[src/rtl/pb_event_scanner.sv]
// Debounces the shared LCD-data/RS pads used as push-buttons and queues
// press/release events for the control CPU, ignoring the pins while the LCD owns them.
module pb_event_scanner #(
    parameter int CLOCK_FREQUENCY = 50000000,
    parameter int DEBOUNCE_CYCLES = 500000,
    parameter int SETTLE_CYCLES   = 64,
    parameter int FIFO_DEPTH      = 4
) (
    input  logic        clk,
    input  logic        rst,
    input  logic [4:0]  pb_in,
    input  logic        lcd_oe,
    output logic [4:0]  pb_state_out,
    output logic [31:0] event_out,
    output logic        event_stb_out,
    input  logic        event_ack_in,
    output logic        overflow_out
);
    localparam int CW = $clog2(DEBOUNCE_CYCLES);
    localparam int SW = $clog2(SETTLE_CYCLES + 1);
    localparam int AW = $clog2(FIFO_DEPTH);
    localparam int PW = AW + 1;
    localparam logic [CW-1:0] CNT_LAST    = CW'(DEBOUNCE_CYCLES - 1);
    localparam logic [SW-1:0] SETTLE_LOAD = SW'(SETTLE_CYCLES);

    if (DEBOUNCE_CYCLES < 8 || SETTLE_CYCLES < 1 || FIFO_DEPTH < 2 ||
        (FIFO_DEPTH & (FIFO_DEPTH - 1)) != 0 || CLOCK_FREQUENCY <= 0) begin : g_bad_params
        $error("pb_event_scanner: illegal parameter set");
    end

    logic [4:0]    sync1_q, sync1_d, sync2_q, sync2_d;
    logic [SW-1:0] settle_q, settle_d;
    logic [4:0]    stable_q, stable_d;
    logic [CW-1:0] cnt_q [5];
    logic [CW-1:0] cnt_d [5];
    logic [4:0]    pending_q, pending_d;
    logic [7:0]    seq_q, seq_d;
    logic [31:0]   mem_q [FIFO_DEPTH];
    logic [31:0]   mem_d [FIFO_DEPTH];
    logic [PW-1:0] wr_ptr_q, wr_ptr_d, rd_ptr_q, rd_ptr_d;
    logic          overflow_q, overflow_d;

    logic [4:0]    raw;
    logic          freeze;
    logic          sel_valid, sel_level;
    logic [2:0]    sel_idx;
    logic [4:0]    sel_mask;
    logic [31:0]   new_event;
    logic          empty, full, pop, push;

    always_comb begin
        sync1_d    = pb_in;
        sync2_d    = sync1_q;
        raw        = ~sync2_q;
        settle_d   = settle_q;
        stable_d   = stable_q;
        cnt_d      = cnt_q;
        seq_d      = seq_q;
        mem_d      = mem_q;
        wr_ptr_d   = wr_ptr_q;
        rd_ptr_d   = rd_ptr_q;
        overflow_d = overflow_q;

        // Settle window keeps the pins frozen for a while after the LCD lets go.
        if (lcd_oe)
            settle_d = SETTLE_LOAD;
        else if (settle_q != '0)
            settle_d = settle_q - SW'(1);
        freeze = lcd_oe || (settle_q != '0);

        sel_valid = 1'b0;
        sel_idx   = '0;
        sel_level = 1'b0;
        for (int i = 4; i >= 0; i--) begin
            if (pending_q[i]) begin
                sel_valid = 1'b1;
                sel_idx   = 3'(i);
                sel_level = stable_q[i];
            end
        end
        sel_mask  = sel_valid ? (5'd1 << sel_idx) : 5'd0;
        new_event = {seq_q, 15'd0, sel_level, 5'd0, sel_idx};
        pending_d = pending_q & ~sel_mask;
        if (sel_valid)
            seq_d = seq_q + 8'd1;

        // A fresh commit sets its pending bit after the enqueue clear, so it is never lost.
        if (!freeze) begin
            for (int i = 0; i < 5; i++) begin
                if (raw[i] == stable_q[i]) begin
                    cnt_d[i] = '0;
                end else if (cnt_q[i] == CNT_LAST) begin
                    stable_d[i]  = raw[i];
                    cnt_d[i]     = '0;
                    pending_d[i] = 1'b1;
                end else begin
                    cnt_d[i] = cnt_q[i] + CW'(1);
                end
            end
        end

        empty = (wr_ptr_q == rd_ptr_q);
        full  = ((wr_ptr_q ^ rd_ptr_q) == {1'b1, {AW{1'b0}}});
        pop   = !empty && event_ack_in;
        push  = sel_valid && (!full || pop);
        if (pop)
            rd_ptr_d = rd_ptr_q + PW'(1);
        if (push) begin
            mem_d[wr_ptr_q[AW-1:0]] = new_event;
            wr_ptr_d = wr_ptr_q + PW'(1);
        end
        if (sel_valid && !push)
            overflow_d = 1'b1;
    end

    always_ff @(posedge clk or posedge rst) begin
        if (rst) begin
            sync1_q    <= 5'h1F;
            sync2_q    <= 5'h1F;
            settle_q   <= SETTLE_LOAD;
            stable_q   <= '0;
            for (int i = 0; i < 5; i++)
                cnt_q[i] <= '0;
            pending_q  <= '0;
            seq_q      <= '0;
            for (int i = 0; i < FIFO_DEPTH; i++)
                mem_q[i] <= '0;
            wr_ptr_q   <= '0;
            rd_ptr_q   <= '0;
            overflow_q <= 1'b0;
        end else begin
            sync1_q    <= sync1_d;
            sync2_q    <= sync2_d;
            settle_q   <= settle_d;
            stable_q   <= stable_d;
            cnt_q      <= cnt_d;
            pending_q  <= pending_d;
            seq_q      <= seq_d;
            mem_q      <= mem_d;
            wr_ptr_q   <= wr_ptr_d;
            rd_ptr_q   <= rd_ptr_d;
            overflow_q <= overflow_d;
        end
    end

    assign pb_state_out  = stable_q;
    assign event_stb_out = !empty;
    assign event_out     = empty ? 32'd0 : mem_q[rd_ptr_q[AW-1:0]];
    assign overflow_out  = overflow_q;

endmodule

[config.mk]
export PLATFORM = sky130hd
export DESIGN_NAME = pb_event_scanner
export DESIGN_NICKNAME = d
export VERILOG_FILES = /design/src/rtl/pb_event_scanner.sv
export SDC_FILE = /design/constraint.sdc
export NUM_CORES = 1
export LEC_CHECK = 0
export ABC_AREA = 1
export CELL_PAD_IN_SITES_DETAIL_PLACEMENT = 2
export CELL_PAD_IN_SITES_GLOBAL_PLACEMENT = 2
export CORE_ASPECT_RATIO = 1.2
export CORE_UTILIZATION = 33
export DETAILED_ROUTE_END_ITERATION = 12
export GPL_TIMING_DRIVEN = 0
export PLACE_DENSITY = 0.86
export SYNTH_ARGS = -nofsm -noshare
export SYNTH_HDL_FRONTEND = slang
export SYNTH_SLANG_ARGS = --single-unit
[constraint.sdc]
create_clock -name clk -period 5.35 [get_ports clk]
set_input_delay 0.535 -clock clk [delete_from_list [all_inputs] [get_ports clk]]
set_output_delay 0.535 -clock clk [all_outputs]
set_load 0.02 [all_outputs]
Word level (Yosys, flattened, before mapping):

Cells that the tools add are included.

* word-level logic and storage cells: 121
* output and inout bits: 39
* input bits: 9
* flip-flop bits (word level): 265

* magnitude comparators: 3
* multiplexer cells: 46
* reduce and logical (&&, ||, !) cells: 16
* equality and inequality tests: 12
* shift operators: 1
* add/subtract/negate cells: 9
* bitwise logic cells: 12

Operators by type and width (number)
* $mux 19: 10
* $bwmux 128: 1
* $mux 32: 4
* $add 19x1->19 const B: 5
* $eq 19x19->1 const B: 5
* $bmux 32 s2: 1
* $demux 32 s2: 1
* $mux 1: 20
* $mux 3: 5
* $reduce_and 3->1: 5
* $mux 7: 2
* $mux 5: 2
* $not 5->5: 2
* $add 8x1->8 const B: 1
* $reduce_bool 7->1: 1
* $sub 7x1->7 const B: 1
* $add 3x1->3 const B: 2
* $ge 3x3->1 const B: 2
* $not 1->1: 6
* $not 2->3: 2
* $and 5x5->5: 1
* $eq 1x1->1: 5
* $shl 1x3->5 const A: 1
* $logic_and 1x1->1: 4
* 7 further kinds: 10

Longest topological paths before layout:

* depth in word-level cells: 12
* gate-level depth with buffers: 11
* mapped depth without buffers: 10

Worst setup path after synthesis:

OpenSTA, ideal clock, no wires.

* kind: register to output
* start: reg rd_ptr_q[0]
* end: out event_out[24]
* data required time: 4.815 ns
* path buffers: 2
* slack: 3.395 ns
* data arrival time: 1.420 ns
* stages on the path, launching flop included: 8
* path through: dfrtp_1 -> buf_6 -> nand2_1 -> nand2_1 -> nand4_1 -> clkbuf_1 -> nand2_1 -> inv_1

* word-level cells in the longest chain between the ends: 5
* elaborated cells between the ends (all ways): 6
* classes of those cells: eq/ne (1); mux (4); bitwise (1)

Ends and longest elaborated chain
* start: declaration: line 40 `logic [PW-1:0] wr_ptr_q, wr_ptr_d, rd_ptr_q, rd_ptr_d;`
* start signal: assignment: line 141 `rd_ptr_q <= rd_ptr_d;`
* $not 2->3 (implied by the code): line 148 `assign event_out = empty ? 32'd0 : mem_q[rd_ptr_q[AW-1:0]];`
* $bmux 32 s2: line 148
* $mux 32 (implied by the code) (2 in series): line 148
* $mux 32 *: line 148
* end: declaration: line 14 `output logic [31:0] event_out,`

Every way passes the cells marked *; elsewhere a longest branch is shown, timed or not. The select of a mux whose other input is x is not followed.

Worst setup path after layout:

* start: reg rd_ptr_q[1]
* end: out event_out[29]

The elaborated chain is that of the path after synthesis.

==> results.ini <==
[cells_and_area]
finalNetCount = 1403
drive_above_1_share = 0.0818
fillCellCount = 3445
multi_input_area_sq_um = 4600
seq_area_sq_um = 4640
syn2layout_area_growth_pct = 15.2
antenna_cells = 0
fin_cells = 1784

[floorplanning]
die_x_um = 161
coreArea_sq_um = 29800
rows = 69
start_util = 0.338
io_pins = 48
die_h_um = 193
die_area_sq_um = 31200

[grt]
grt_pass1_vias = 10374
antenna_found_initial = 0
grt_max_degree = 39
grt_pass1_wl_mm = 53.2
grt_overflow_total = 0
grtUsageTotal = 0.214

[clock_tree]
clock_latency_ns = 0.45
clk_pin_slew_ns = 0.08
postCtsResizedCells = 0
post-cts-setup-buffers = 0
root_buffer = clkbuf_16
cts_hold_buf = 0
cts_tree = done
cts_made_buffers = 17
cts_buffer_depth = 2
cts_max_level = 4
clock_sinks = 185

[logic_synthesis]
synthXorXnorAreaFrac = 0.0522
synth_edf_count = 0
synthSimpleGateAreaFrac = 0.270
synth.distinct_cells = 38
ys.flop_type = dfrtp_1
syn_area_sq_um = 10100
syn_inst = 1311
muxShareOfSynthArea = 0
synth_seq_area_share = 0.461
yosys_warnings = 0
async_flop_share = 1.00
synth_fa_ha_area_frac = 0.0162
synth_compound_area_frac = 0.111
synth-seq-cells = 185
syn_avg_cell_area_sq_um = 7.68
synth_top_family_by_area = simple AND/OR/NAND/NOR gates

[placement]
hpwl_mm = 23.7
placed_cells = 1752
place_ws_ns = 2.64
gp_congestion = 0.817
port_buffers = 27

[worst_setup_path]
criticalPathCategory = reg -> out
rrSetupSlack_ns = 3.21
crit_path_start_kind = flop
crit_path_max_fanout = 10
cp.required_ns = 4.82
worstPathArrival_ns = 2.65
cp-end-kind = output port

[timing]
fin_ws_ns = 2.17
hold_viol_final = 0
slew_viol_final = 0
min_period_over_period = 0.595
setup_viol = 0
worst_pin_slew_ns = 0.803
fin_crit_ns = 3.18
clock_skew_ns = 0.0163
relSlewSlack = 0.463
fmax_mhz = 314
fin_tns_setup_ns = 0
grt_setup_unrepaired = no

[detailed_routing]
routed-via-count = 8998
viasPerCell = 5.04
wl_per_cell_um = 17.7
ant_nets = 0
drt_pass1_iterations = 4
postRouteWirelength_mm = 31.6
drcViolationCount = 0
first_iter_violations = 280

[power]
leakage_nw = 5.31
irDropWorstVdd_mv = 0.192
p_per_area_nw_per_um2 = 377

[job]
drv_cap = 0

[worst_hold_path]
hold_class = reg -> reg

[outcome]
status = finished, final reports clean

## cell usage after synthesis (13+ instances only)
cell type | n | share of area
nand4_1 | 18 | 0.011
o21ai_0 | 123 | 0.061
nor3_1 | 14 | 0.0070
ha_1 | 13 | 0.016
inv_1 | 139 | 0.052
o21ai_1 | 26 | 0.013
o22ai_1 | 34 | 0.021
dfrtp_1 | 174 | 0.43
nand3_1 | 70 | 0.035
xor2_1 | 51 | 0.044
buf_4 | 20 | 0.015
nor2_1 | 144 | 0.054
nand2_1 | 381 | 0.14
## placed cells by master, fill, tap and decap left out, drive strengths merged
cell / n
nand2: 390
dfrtp: 174
nor2: 154
o21ai: 150
inv: 149
nand3: 70
xor2: 51
buf: 45
o22ai: 34
clkbuf: 31
clkdlybuf4s50: 27
conb: 20
nand4: 18
nor3: 14
a21oi: 14
ha: 13
dfstp: 11
xnor2: 9
nand3b: 5
o21bai: 4
clkinvlp: 4
bufinv: 2
and3: 1
a211oi: 1
o31ai: 1
a31o: 1
a21o: 1
## power by group
group          internal, mW  total, mW  switching [mW]
clock network         0.706       1.33           0.625
registers              1.60       1.83           0.231
logic                 0.461       1.22           0.756
total                  2.77       4.38            1.61
## state kept, by name (all words and copies together), names as in the netlist
register      count
cnt_q            95
mem_q            48
seq_q             8
settle_q          7
pb_state_out      5
pending_q         5
sync1_q           5
sync2_q           5
rd_ptr_q          3
wr_ptr_q          3
overflow_out      1
## stage by stage
step           utilization  power (mW)  instance area, sq um  hold slack, ns
2_1_floorplan            -        2.60                 10100           0.345
3_3_place_gp         0.366        2.98                 10900           0.347
3_5_place_dp         0.369        3.07                 11000           0.347
4_1_cts              0.389        4.43                 11600           0.361
5_1_grt              0.389        4.63                 11600           0.364
6_report             0.389        4.38                 11600           0.359
## layer usage
metal  vias up  GRT usage  wire length [um]
met4         0     0.0723               695
li1       4285          -                 -
met5         -          0                 0
met3        48     0.0302               554
met2        89      0.411             17400
met1      4576      0.235             12900
## final cells by class
class                   instances  share of cell area
flip-flops and latches        185               0.400
multi-input cells             951               0.397
inverters                     142              0.0465
well taps                     390              0.0421
clock buffers                  19              0.0373
repair buffers                 32              0.0319
plain buffers                  52              0.0314
clock inverters                13              0.0138
## worst max-delay path, stage by stage, from the launching register on
cell and delay [ns]:
dfrtp_1 0.48, inv_1 0.18, clkbuf_1 0.42, o21ai_0 0.20, o22ai_1 0.19, nand2_1 0.07
inv_1 0.06, clkdlybuf4s50_1 0.59
## final timing paths
path / endpoint / cells after the start / start
min in group asynchronous: mem_q[25] / 2 / rst
max: event_out[29] / 7 / rd_ptr_q[1]
min reg2reg: sync2_q[1] / 0 / sync1_q[1]
min: sync2_q[1] / 0 / sync1_q[1]
max in group asynchronous: sync1_q[2] / 4 / rst
max reg2reg: cnt_q[54] / 9 / settle_q[0]
## logic make-up after synthesis
family                     after synthesis
buffers and inverters                  194
other                                    1
adders and majority gates               13
xor gates and xnor gates                60
and+or+nand+nor                        652
AOI/OAI and AO/OA                      206
DFF                                    185
Note: power is estimated with default switching activity, not from simulation.
